--- src/rtl/adpll_pkg.sv ---
// adpll_pkg: encodings shared across the ADPLL loop.
// The count-instruction encoding is common to the phase/frequency detector
// and the up/down error counter, so both ends decode the same values.
// Also holds the phase/frequency detector state encoding.
package adpll_pkg;

    localparam int unsigned COUNT_INSTR_W = 2;

    typedef enum logic [COUNT_INSTR_W-1:0] {
        CI_DISABLE    = 2'b00,
        CI_COUNT_UP   = 2'b01,
        CI_COUNT_DOWN = 2'b10
    } count_instr_e;

    typedef enum logic [1:0] {
        PFD_IDLE     = 2'b00,
        PFD_LEAD_REF = 2'b01,
        PFD_LEAD_FB  = 2'b10
    } pfd_state_e;

    // Moore decode: the leading clock selects the count direction.
    function automatic count_instr_e pfd_decode(input pfd_state_e s);
        case (s)
            PFD_LEAD_REF: pfd_decode = CI_COUNT_UP;
            PFD_LEAD_FB:  pfd_decode = CI_COUNT_DOWN;
            default:      pfd_decode = CI_DISABLE;
        endcase
    endfunction

endpackage

--- src/rtl/edge_sync.sv ---
// edge_sync: synchronizes an asynchronous clock input and detects its
// rising edges as one-cycle pulses.
// Ports: fpga_clk_i (system clock), reset_n_i (async active-low reset),
//        async_i (asynchronous input), rise_o (one-cycle rising-edge pulse).
module edge_sync #(
    parameter int unsigned SYNC_STAGES = 2
) (
    input  logic fpga_clk_i,
    input  logic reset_n_i,
    input  logic async_i,
    output logic rise_o
);

    localparam int unsigned MSB = SYNC_STAGES - 1;

    logic [MSB:0] sync_q;
    logic [MSB:0] valid_q;
    logic         last_q;
    logic         last_valid_q;

    // valid_q tracks which synchronizer stages hold a real sample since reset,
    // so a level already high at reset release is not reported as an edge.
    always_ff @(posedge fpga_clk_i or negedge reset_n_i) begin
        if (!reset_n_i) begin
            sync_q       <= '0;
            valid_q      <= '0;
            last_q       <= 1'b0;
            last_valid_q <= 1'b0;
        end else begin
            sync_q       <= {sync_q[MSB-1:0], async_i};
            valid_q      <= {valid_q[MSB-1:0], 1'b1};
            last_q       <= sync_q[MSB];
            last_valid_q <= valid_q[MSB];
        end
    end

    assign rise_o = sync_q[MSB] & ~last_q & last_valid_q;

endmodule

--- src/rtl/phase_freq_detector.sv ---
// phase_freq_detector: tri-state phase/frequency detector for the ADPLL.
// Emits COUNT_UP while ref leads, COUNT_DOWN while fb leads, DISABLE otherwise;
// each instruction lasts as many cycles as the measured edge separation.
// Ports: fpga_clk_i, reset_n_i (async active-low), clear_i (sync clear),
//        ref_i / fb_i (asynchronous clocks), count_instr_o (2-bit instruction),
//        lock_o (loop-locked flag).
// Macro PFD_LOCK_DETECT_EN enables the lock detector; otherwise lock_o is 0.
module phase_freq_detector
    import adpll_pkg::*;
#(
    parameter int unsigned SYNC_STAGES = 2,
    parameter int unsigned LOCK_WINDOW = 4,
    parameter int unsigned LOCK_COUNT  = 16
) (
    input  logic                     fpga_clk_i,
    input  logic                     reset_n_i,
    input  logic                     clear_i,
    input  logic                     ref_i,
    input  logic                     fb_i,
    output logic [COUNT_INSTR_W-1:0] count_instr_o,
    output logic                     lock_o
);

    logic       ref_rise;
    logic       fb_rise;
    pfd_state_e state;
    pfd_state_e next_state;

    edge_sync #(.SYNC_STAGES(SYNC_STAGES)) u_ref_sync (
        .fpga_clk_i (fpga_clk_i),
        .reset_n_i  (reset_n_i),
        .async_i    (ref_i),
        .rise_o     (ref_rise)
    );

    edge_sync #(.SYNC_STAGES(SYNC_STAGES)) u_fb_sync (
        .fpga_clk_i (fpga_clk_i),
        .reset_n_i  (reset_n_i),
        .async_i    (fb_i),
        .rise_o     (fb_rise)
    );

    // State register.
    always_ff @(posedge fpga_clk_i or negedge reset_n_i) begin
        if (!reset_n_i) begin
            state <= PFD_IDLE;
        end else begin
            state <= next_state;
        end
    end

    // Next state: a lone edge of the lagging clock ends the lead; a lone edge of
    // the leading clock is a cycle slip and keeps the lead.
    always_comb begin
        next_state = state;
        if (clear_i) begin
            next_state = PFD_IDLE;
        end else begin
            case (state)
                PFD_IDLE: begin
                    if (ref_rise && !fb_rise) begin
                        next_state = PFD_LEAD_REF;
                    end else if (fb_rise && !ref_rise) begin
                        next_state = PFD_LEAD_FB;
                    end
                end
                PFD_LEAD_REF: begin
                    if (fb_rise && !ref_rise) begin
                        next_state = PFD_IDLE;
                    end
                end
                PFD_LEAD_FB: begin
                    if (ref_rise && !fb_rise) begin
                        next_state = PFD_IDLE;
                    end
                end
                default: next_state = PFD_IDLE;
            endcase
        end
    end

    // Registered instruction; clear drops it on the very next edge.
    always_ff @(posedge fpga_clk_i or negedge reset_n_i) begin
        if (!reset_n_i) begin
            count_instr_o <= CI_DISABLE;
        end else if (clear_i) begin
            count_instr_o <= CI_DISABLE;
        end else begin
            count_instr_o <= pfd_decode(state);
        end
    end

`ifdef PFD_LOCK_DETECT_EN
    localparam int unsigned ERR_MAX = LOCK_WINDOW + 1;
    localparam int unsigned ERR_W   = $clog2(ERR_MAX + 1);
    localparam int unsigned GOOD_W  = $clog2(LOCK_COUNT + 1);

    logic [ERR_W-1:0]  err_cnt;
    logic [ERR_W-1:0]  err_inc;
    logic [ERR_W-1:0]  err_nxt;
    logic [GOOD_W-1:0] good_cnt;
    logic [GOOD_W-1:0] good_inc;
    logic [GOOD_W-1:0] good_nxt;
    logic              leading;
    logic              win_close;

    // err_cnt holds the lead cycles already elapsed, so a window closing now
    // has an error of err_cnt+1 cycles.
    always_comb begin
        leading   = (state != PFD_IDLE);
        win_close = ((state == PFD_LEAD_REF) && fb_rise) ||
                    ((state == PFD_LEAD_FB)  && ref_rise);
        err_inc   = (err_cnt == ERR_W'(ERR_MAX)) ? err_cnt : err_cnt + ERR_W'(1);
        good_inc  = (good_cnt == GOOD_W'(LOCK_COUNT)) ? good_cnt : good_cnt + GOOD_W'(1);
        err_nxt   = '0;
        good_nxt  = good_cnt;
        if (clear_i) begin
            good_nxt = '0;
        end else if (leading) begin
            if (win_close) begin
                good_nxt = (err_cnt < ERR_W'(LOCK_WINDOW)) ? good_inc : '0;
            end else begin
                err_nxt = err_inc;
                if (err_inc == ERR_W'(ERR_MAX)) begin
                    good_nxt = '0;
                end
            end
        end else if (ref_rise && fb_rise) begin
            good_nxt = good_inc;
        end
    end

    always_ff @(posedge fpga_clk_i or negedge reset_n_i) begin
        if (!reset_n_i) begin
            err_cnt  <= '0;
            good_cnt <= '0;
            lock_o   <= 1'b0;
        end else begin
            err_cnt  <= err_nxt;
            good_cnt <= good_nxt;
            lock_o   <= !clear_i && (good_cnt == GOOD_W'(LOCK_COUNT));
        end
    end
`else
    logic unused_lock_cfg;

    assign unused_lock_cfg = 1'(LOCK_WINDOW ^ LOCK_COUNT);
    assign lock_o          = 1'b0;
`endif

endmodule

--- config.mk ---
export PLATFORM = sky130hd
export DESIGN_NAME = phase_freq_detector
export DESIGN_NICKNAME = d
export VERILOG_FILES = /design/src/rtl/adpll_pkg.sv /design/src/rtl/edge_sync.sv /design/src/rtl/phase_freq_detector.sv
export SDC_FILE = /design/constraint.sdc
export NUM_CORES = 1
export LEC_CHECK = 0
export CAP_MARGIN = 20
export CORE_AREA = 2 2 39 41
export DETAILED_ROUTE_END_ITERATION = 10
export DIE_AREA = 0 0 41 43
export GPL_TIMING_DRIVEN = 0
export SLEW_MARGIN = 0
export SYNTH_ARGS = -nofsm -noshare
export SYNTH_HDL_FRONTEND = slang
export SYNTH_HIERARCHICAL = 1
export SYNTH_SLANG_ARGS = --single-unit
export TNS_END_PERCENT = 50
--- constraint.sdc ---
create_clock -name fpga_clk_i -period 2 [get_ports fpga_clk_i]
set_input_delay 0.4 -clock fpga_clk_i [delete_from_list [all_inputs] [get_ports fpga_clk_i]]
set_output_delay 0.4 -clock fpga_clk_i [all_outputs]
set_load 0.005 [all_outputs]
==> Word level (Yosys, flattened, before mapping) <==
Index checks and enable logic that the tools add are counted.
{ "classes": {"add_sub_neg": 0, "mul": 0, "div": 0, "n_lt_le_gt_ge": 0, "eq_ne": 5, "shifts": 0, "mux": 8, "bitwise_logic": 6, "reduce_logical": 6} }
{ "ops": {"columns": ["cell", "n"], "rows": [
  ["2-bit 2-to-1 mux", 6],
  ["3-bit != test, second input constant", 2],
  ["2-bit one-hot mux with 3 select lines", 1],
  ["1-bit AND", 4],
  ["4-bit != test, second input constant", 1],
  ["2-bit one-hot mux with 2 select lines", 1],
  ["3-bit AND reduction", 1],
  ["2-bit by 1-bit == test with 1-bit output, second input constant", 1],
  ["2-bit == test, second input constant", 1],
  ["1-bit logical AND", 2],
  ["1-bit logical NOT", 2],
  ["2-bit logical NOT", 1],
  ["1-bit inverter", 2]
]} }
{ "word_totals": {"regBits": 16, "latchBits": 0, "ram_bits": 0, "romBits": 0, "output_inout_bits": 3, "word_cells": 35, "memories": 0} }

==> Longest topological paths before layout <==
Gate-level depths: netlist of run 1.
{ "depth": {"word_depth": 9, "depth_mapped": 5, "mapped_depth_nobuf": 5} }

==> Cells and area by module <==
Netlist of run 1, hierarchy kept.
{ "modules_own_cells": {"columns": ["mod", "instances", "cells_each", "area_per_inst_um2", "seq_area_each_um2"], "rows": [
  ["edge_sync", 2, 8, 162.7, 150.1],
  ["phase_freq_detector", 1, 17, 197.7, 100.1]
]} }

==> Worst setup path before layout of run 1 <==
Ideal clock, no wire load.
{ "synth_path": {"path_type": "reg2reg", "from": "register u_ref_sync.last_q", "to": "register state[0]", "setup_ns": 0.087, "t_arrival_ns": 1.427, "required_time_ns": 1.913, "slack_ns": 0.486, "stages_incl_launch_ff": 6, "n_path_buf": 0, "period_less_slack_ns": 1.514, "cell_sequence": "dfrtp_1 -> and3b_1 -> inv_1 -> ha_1 -> or3b_1 -> a211oi_2"} }
{ "synth_via": {"elab_chain_cells": 7, "word_cells_on_any_way": 13, "classes_between": "3 x eq/ne; 3 x mux; 3 x bitwise; 4 x reduce/logical"} }
{ "synth_rtl": {"columns": ["item", "line_no", "text"], "rows": [
  ["start: declaration", "edge_sync.sv:18", "logic last_q;"],
  ["start signal: assignment", "edge_sync.sv:32", "last_q <= sync_q[MSB];"],
  ["1-bit inverter (*)", "edge_sync.sv:37", "assign rise_o = sync_q[MSB] & ~last_q & last_valid_q;"],
  ["1-bit AND (*) (2 in series)", "edge_sync.sv:37", null],
  ["via ref_rise", "phase_freq_detector.sv:24", "logic ref_rise;"],
  ["1-bit logical AND / 1-bit logical NOT (equally long branches)", null, null],
  ["2-bit 2-to-1 mux / 1-bit logical AND (equally long branches)", "phase_freq_detector.sv:61, phase_freq_detector.sv:63, phase_freq_detector.sv:68", null],
  ["2-bit one-hot mux with 3 select lines (tied with other cells)", "phase_freq_detector.sv:59", "case (state)"],
  ["2-bit 2-to-1 mux / 3-bit AND reduction (equally long branches)", null, null],
  ["end signal: assignment", "phase_freq_detector.sv:48", "state <= next_state;"],
  ["end: declaration", "phase_freq_detector.sv:26", "pfd_state_e state;"]
]} }
The timed path passes the listed nets; every way through them passes the cells marked *.
A chain may end at the register's enable or synchronous reset.

==> Final worst setup path of run 1 <==
Same ends and word-level chain as after synthesis.

==> metrics.csv, run 1 <==
metric,value,unit
outcome,finished clean,
p_int,0.4636,mW
die_area,1763,um2
antenna_cells,0,
syn_area,523.0,um2
antenna_found_initial,0,
power_density,903.5,nW/um2
grt_pass1_vias,277,
start_util,37.79,%
cp.required,2.20,ns
top_layer,met4,
worst-path-max-fanout,2,
ys_top_cells_by_area,"dfrtp_1 77%, ha_1 4.8%, and3b_1 3.3%",
dr_wl_met3,35,um
grt_max_degree,17,
min_path_type,reg -> reg,
period_minus_slack,1.612,ns
report.final.slew_viol_count,0,
ys_seq_area_share,76.56,%
wl_met2,343,um
dp_cells,55,
dp_hpwl,487.1,um
yosys_warnings,6,
layout-drive-gt1-share,13.95,%
hold_viol,0,
yosysUniqueCellTypes,12,
wl,640,um
wl_per_cell,10.85,um
ys_seq_elements,16,
cts_sinks,16,
htreeDepth,1,
drt-initial-drc-count,1,
n_fill_cell,122,
insertion_delay,0.28,ns
final_cells,59,
cts_root_buf,clkbuf_4,
synth_edf_count,0,
syn_nets,40,
period_share,80.59,%
peakVddDrop,359.5,uV
tns,0,ns
arrival,1.81,ns
worstSetupEndpointType,register,
die_w,41,um
p_leak,0.2948,nW
io_pins,8,
max_freq,620.4,MHz
gp_congestion,0.5663,
cts_buffer_depth,2,
die_h,43,um
clock_skew,0.004899,ns
fin_nets,51,
drtAntennaViolNets,0,
cts_setup_buffers,0,
grt_util_all_layers,11.02,%
setup_viol,0,
syn_inst,33,
criticalPathCategory,reg -> reg,
clkPwrFrac,35.6,%
num_vias,253,
max_slew_margin,55.57,%
cap_violations,0,
power.switching,0.1141,mW
cts_buffers,3,
postCtsHoldBufs,0,
async_flop_share,100.0,%
port_buffers,6,
core,1384,um2
cts.clk_slew.worst_paths,0.09,ns
ctsResizeCount,0,
combPwrFrac,4.9,%
syn_to_final_growth,22.25,%
firstDrtPassIters,2,
cts_tree,done,
gr-total-overflow,0,
grt_pass1_wl,1.173,mm
grt_setup_unrepaired,false,
synth_commonest_cells,"16 x dfrtp_1, 3 x conb_1, 3 x inv_1, 2 x and3b_1, 2 x ha_1",
sw_frac_of_total,19.76,%
m1WireLength,250,um
drc,0,
synth_area_leader_cell,dfrtp_1,
synth_most_common_cell,dfrtp_1,
rows,14,
synth_flop_cell,dfrtp_1,
yosys.area.top_type_share,76.56,%
syn_avg_cell_area,15.85,um2
post_drt_via_cell_ratio,4.288,
worstMarginPinSlew,0.6644,ns
startpoint_type,register,
p_seq_share,59.5,%
==> layer usage <==
| metal | track usage [%] | up-vias |
|---|---|---|
| met5 | 0 | - |
| li1 | - | 123 |
| met2 | 15.94 | 6 |
| met3 | 3.141 | 2 |
| met1 | 12.24 | 122 |
| met4 | 10.00 | 0 |
==> worst max-delay path: stages (launching register included) <==
cell and delay (ns):
dfrtp_1 0.36, and3b_1 0.22, inv_1 0.05, ha_1 0.30, or3b_1 0.38, a211oi_2 0.22
==> registers in the layout (all words and copies together) (netlist names) <==
register and cells:
u_fb_sync/valid_q 2, u_fb_sync/last_q 1, u_fb_sync/sync_q 2, state 2
count_instr_o 2, u_ref_sync/last_q 1, u_ref_sync/last_valid_q 1, u_ref_sync/valid_q 2
u_fb_sync/last_valid_q 1, u_ref_sync/sync_q 2
==> through the flow <==
step                setup slack, ns  power, mW  hold slack [ns]  utilization (%)  area [um2]
floorplan                    0.4865     0.3584           0.1044                -       523.0
global placement             0.4587     0.3761           0.3311            43.58       603.1
global route                 0.2880     0.6135           0.3723            46.20       639.4
CTS                          0.3666     0.5889           0.3565            46.20       639.4
detailed placement           0.3784     0.3795           0.3347            43.58       603.1
finish                       0.3882     0.5777           0.3546            46.20       639.4
==> cell type report <==
| type | count | area, um2 | share of cell area [%] |
|---|---|---|---|
| plain buffers | 1 | 7.507 | 1.174 |
| multi-input cells | 13 | 103.9 | 16.24 |
| well taps | 16 | 20.02 | 3.131 |
| flip-flops and latches | 16 | 400.4 | 62.62 |
| repair buffers | 6 | 60.06 | 9.393 |
| clock buffers | 4 | 36.28 | 5.675 |
| inverters | 3 | 11.26 | 1.761 |
==> final timing paths <==
| path | slack [ns] | end | depth (start not counted) | startpoint |
|---|---|---|---|---|
| max | 0.39 | state[0] | 5 | u_ref_sync/last_q |
| min | 0.35 | u_fb_sync/sync_q[1] | 0 | u_fb_sync/sync_q[0] |
| max reg2reg | 0.39 | state[0] | 5 | u_ref_sync/last_q |
| min in group asynchronous | 0.52 | u_fb_sync/last_q | 1 | reset_n_i |
| max in group asynchronous | 1.06 | state[0] | 1 | reset_n_i |
| min reg2reg | 0.35 | u_fb_sync/sync_q[1] | 0 | u_fb_sync/sync_q[0] |
==> cell families (layout without fill, tap and decap cells) <==
kind of cell | count (synthesis) | count (layout) | synth area share [%]
compound gates | 2 | 2 | 4.067
flops | 16 | 16 | 76.55
buf+inv | 4 | 14 | 3.589
fa+ha+maj | 2 | 2 | 4.784
other cells | 3 | 3 | 2.153
simple gates | 6 | 6 | 8.853
==> placed cells by master, fill, tap and decap left out, types with 2 or more instances in the layout <==
master,n
ha_1,2
and3b_1,2
clkdlybuf4s50_1,6
clkbuf_4,3
conb_1,3
inv_1,3
dfrtp_1,16
==> power groups by stage <==
stage                     registers [mW]  clock network (mW)  logic (mW)
after floorplan                    0.349                   0     0.00950
after global placement             0.349                   0      0.0267
after detailed placement           0.351                   0      0.0289
after CTS                          0.344               0.216      0.0290
after global routing               0.346               0.235      0.0324
final                              0.344               0.206      0.0281
Power figures use the tool's default switching activity.
==> inputs of run 2 (changes only) <==
==> constraint.sdc (replaced) <==
create_clock -name fpga_clk_i -period 1.46 [get_ports fpga_clk_i]
set_input_delay 0.292 -clock fpga_clk_i [delete_from_list [all_inputs] [get_ports fpga_clk_i]]
set_output_delay 0.292 -clock fpga_clk_i [all_outputs]
set_load 0.005 [all_outputs]
==> run 2 against run 1 <==
  * The flow now finishes with violations (negative setup slack)
  * Setup slack got worse by 0.41 ns
  * Hold slack got worse by 0.0024 ns
  * Clock power rose by 32%
  * Sequential share of layout area fell by 2.2 points
  * Via count rose by 2.0%
  * Power rose by 36%
  * Clock skew fell by 0.00088 ns
  * Fmax rose by 9.0%
  * Sequential power rose by 37%
  * Critical path depth did not move
  * Non-clock buffer count rose by 1
  * Critical endpoint unchanged
==> metrics.csv, run 2 (synthesis gave the netlist of run 1 again) <==
metric,value,unit,change
cts_buffer_depth,2,,unchanged
worst-path-max-fanout,2,,unchanged
peakVddDrop,550.8,uV,+53%
antenna_found_initial,0,,unchanged
clock_skew,0.004024,ns,-0.0008752 ns
fin_nets,52,,+2.0%
layout_commonest_cell,dfrtp_1,,
post_drt_via_cell_ratio,4.300,,+0.28%
worstSetupEndpointType,register,,
grt_pass1_wl,1.138,mm,-3.0%
io_pins,8,,unchanged
grt_setup_unrepaired,true,,
wl_per_cell,11.05,um,+1.9%
insertion_delay,0.27,ns,about the same
cp.required,1.66,ns,-0.54 ns
worstMarginPinSlew,0.6714,ns,+0.007046 ns
power_density,1185,nW/um2,+31%
r2r_slack,-0.02,ns,-0.41 ns
cap_violations,0,,unchanged
r2r_end,state[0],,
startpoint_type,register,,
dpl_cell_area,603.1,um2,unchanged
tns,-0.01850,ns,-0.01850 ns
htreeDepth,1,,unchanged
period_minus_slack,1.478,ns,-0.1333 ns
postCtsHoldBufs,0,,unchanged
setup_viol,1,,+1
hold_viol,0,,unchanged
core,1384,um2,unchanged
die_h,43,um,unchanged
min_path_type,reg -> reg,,
failed_checks,negative setup slack,,
layout_common_cells,"16 x dfrtp_1, 6 x clkdlybuf4s50_1, 3 x inv_1, 3 x conb_1, 3 x clkbuf_4",,
cts_tree,done,,
final_cell_area,663.1,um2,+3.7%
die_area,1763,um2,unchanged
rows,14,,unchanged
grt_util_all_layers,10.43,%,-0.59 points
criticalPathCategory,reg -> reg,,
worstHoldStart,u_fb_sync/valid_q[1],,
gp_congestion,0.6200,,+9.5%
max_slew_margin,55.10,%,-0.47 points
cts_root_buf,clkbuf_4,,
power,0.7855,mW,+36%
drtAntennaViolNets,0,,unchanged
r2r_start,u_ref_sync/last_q,,
start_util,37.79,%,unchanged
pre_cts_ws,-0.1003,ns,-0.4787 ns
grt_pass1_vias,262,,-5.4%
antenna_cells,0,,unchanged
drc,0,,unchanged
min_to,u_fb_sync/last_valid_q,,
setup_ws,-0.01850,ns,-0.4067 ns
layout-drive-gt1-share,22.73,%,+8.8 points
firstDrtPassIters,1,,-1
cts_sinks,16,,unchanged
gr-total-overflow,0,,unchanged
period_share,101.3,%,+21 points
cts_buffers,3,,unchanged
die_w,41,um,unchanged
r2r_cells,5,,unchanged
hold_depth,0,,unchanged
outcome,"complete, but fails checks",,
syn_to_final_growth,26.79,%,
max_freq,676.4,MHz,+9.0%
num_vias,258,,+2.0%
report.final.slew_viol_count,0,,unchanged
wl,663,um,+3.6%
p_leak,0.3021,nW,+2.5%
port_buffers,6,,unchanged
dp_hpwl,464.9,um,-4.6%
drt-initial-drc-count,0,,-1
cts.clk_slew.worst_paths,0.08,ns,about the same
grt_max_degree,17,,unchanged
arrival,1.68,ns,-0.13 ns
[run 2: cell types whose count changed in the layout (fill, tap and decap cells not counted), sizes merged]
cell,delta
buf,+1
[run 2: critical path, stage by stage (launching register included)]
cell and delay, ns:
dfrtp_1 0.36, and3b_1 0.22, inv_1 0.07, ha_4 0.21
or3b_4 0.37, a211oi_2 0.17
[run 2: worst max-delay path by stage]
| stage | startpoint | to | slack, ns | depth (start not counted) |
|---|---|---|---|---|
| 3_3_place_gp | u_ref_sync/last_q | state[0] | -0.05 | 5 |
| 2_1_floorplan | u_ref_sync/last_q | state[0] | -0.02 | 5 |
| 3_5_place_dp | u_ref_sync/last_q | state[0] | -0.10 | 5 |
| 6_report | u_ref_sync/last_q | state[0] | -0.02 | 5 |
| 5_1_grt | u_fb_sync/last_q | state[0] | -0.08 | 4 |
| 4_1_cts | u_fb_sync/last_q | state[0] | -0.06 | 4 |
[run 2: per-layer routing]
layer	track usage, %	vias up	wire [um]
met5	0	-	0
met4	8.000	0	4
met3	3.141	2	40
met2	14.06	6	371
met1	13.43	127	248
li1	-	123	-
[run 2: repair_timing]
item                                    in CTS  in global routing
pin swaps                                    2                  1
buffers inserted                             1                  0
resized for setup                            3                  0
endpoints found under the setup margin       1                  2
[run 2: final cells by class]
type	instances	area, um2
Multi-Input combinational cell	13	120.1
Clock buffer	4	36.28
Timing Repair Buffer	7	67.56
Buffer	1	7.507
Tap cell	16	20.02
Inverter	3	11.26
Sequential cell	16	400.4
Fill cell	123	720.7
[run 2: power by group]
part / internal, mW / total (mW) / switching [mW]
Sequential: 0.463 / 0.471 / 0.00733
Clock: 0.151 / 0.271 / 0.120
Combinational: 0.0231 / 0.0433 / 0.0201
[run 2: per-stage QoR]
step	hold slack, ns	utilization (%)	cells
floorplan	-0.003591	-	33
global placement	0.3314	43.58	55
detailed placement	0.3355	43.58	55
CTS	0.3568	47.92	60
global route	0.3661	47.92	60
finish	0.3522	47.92	60
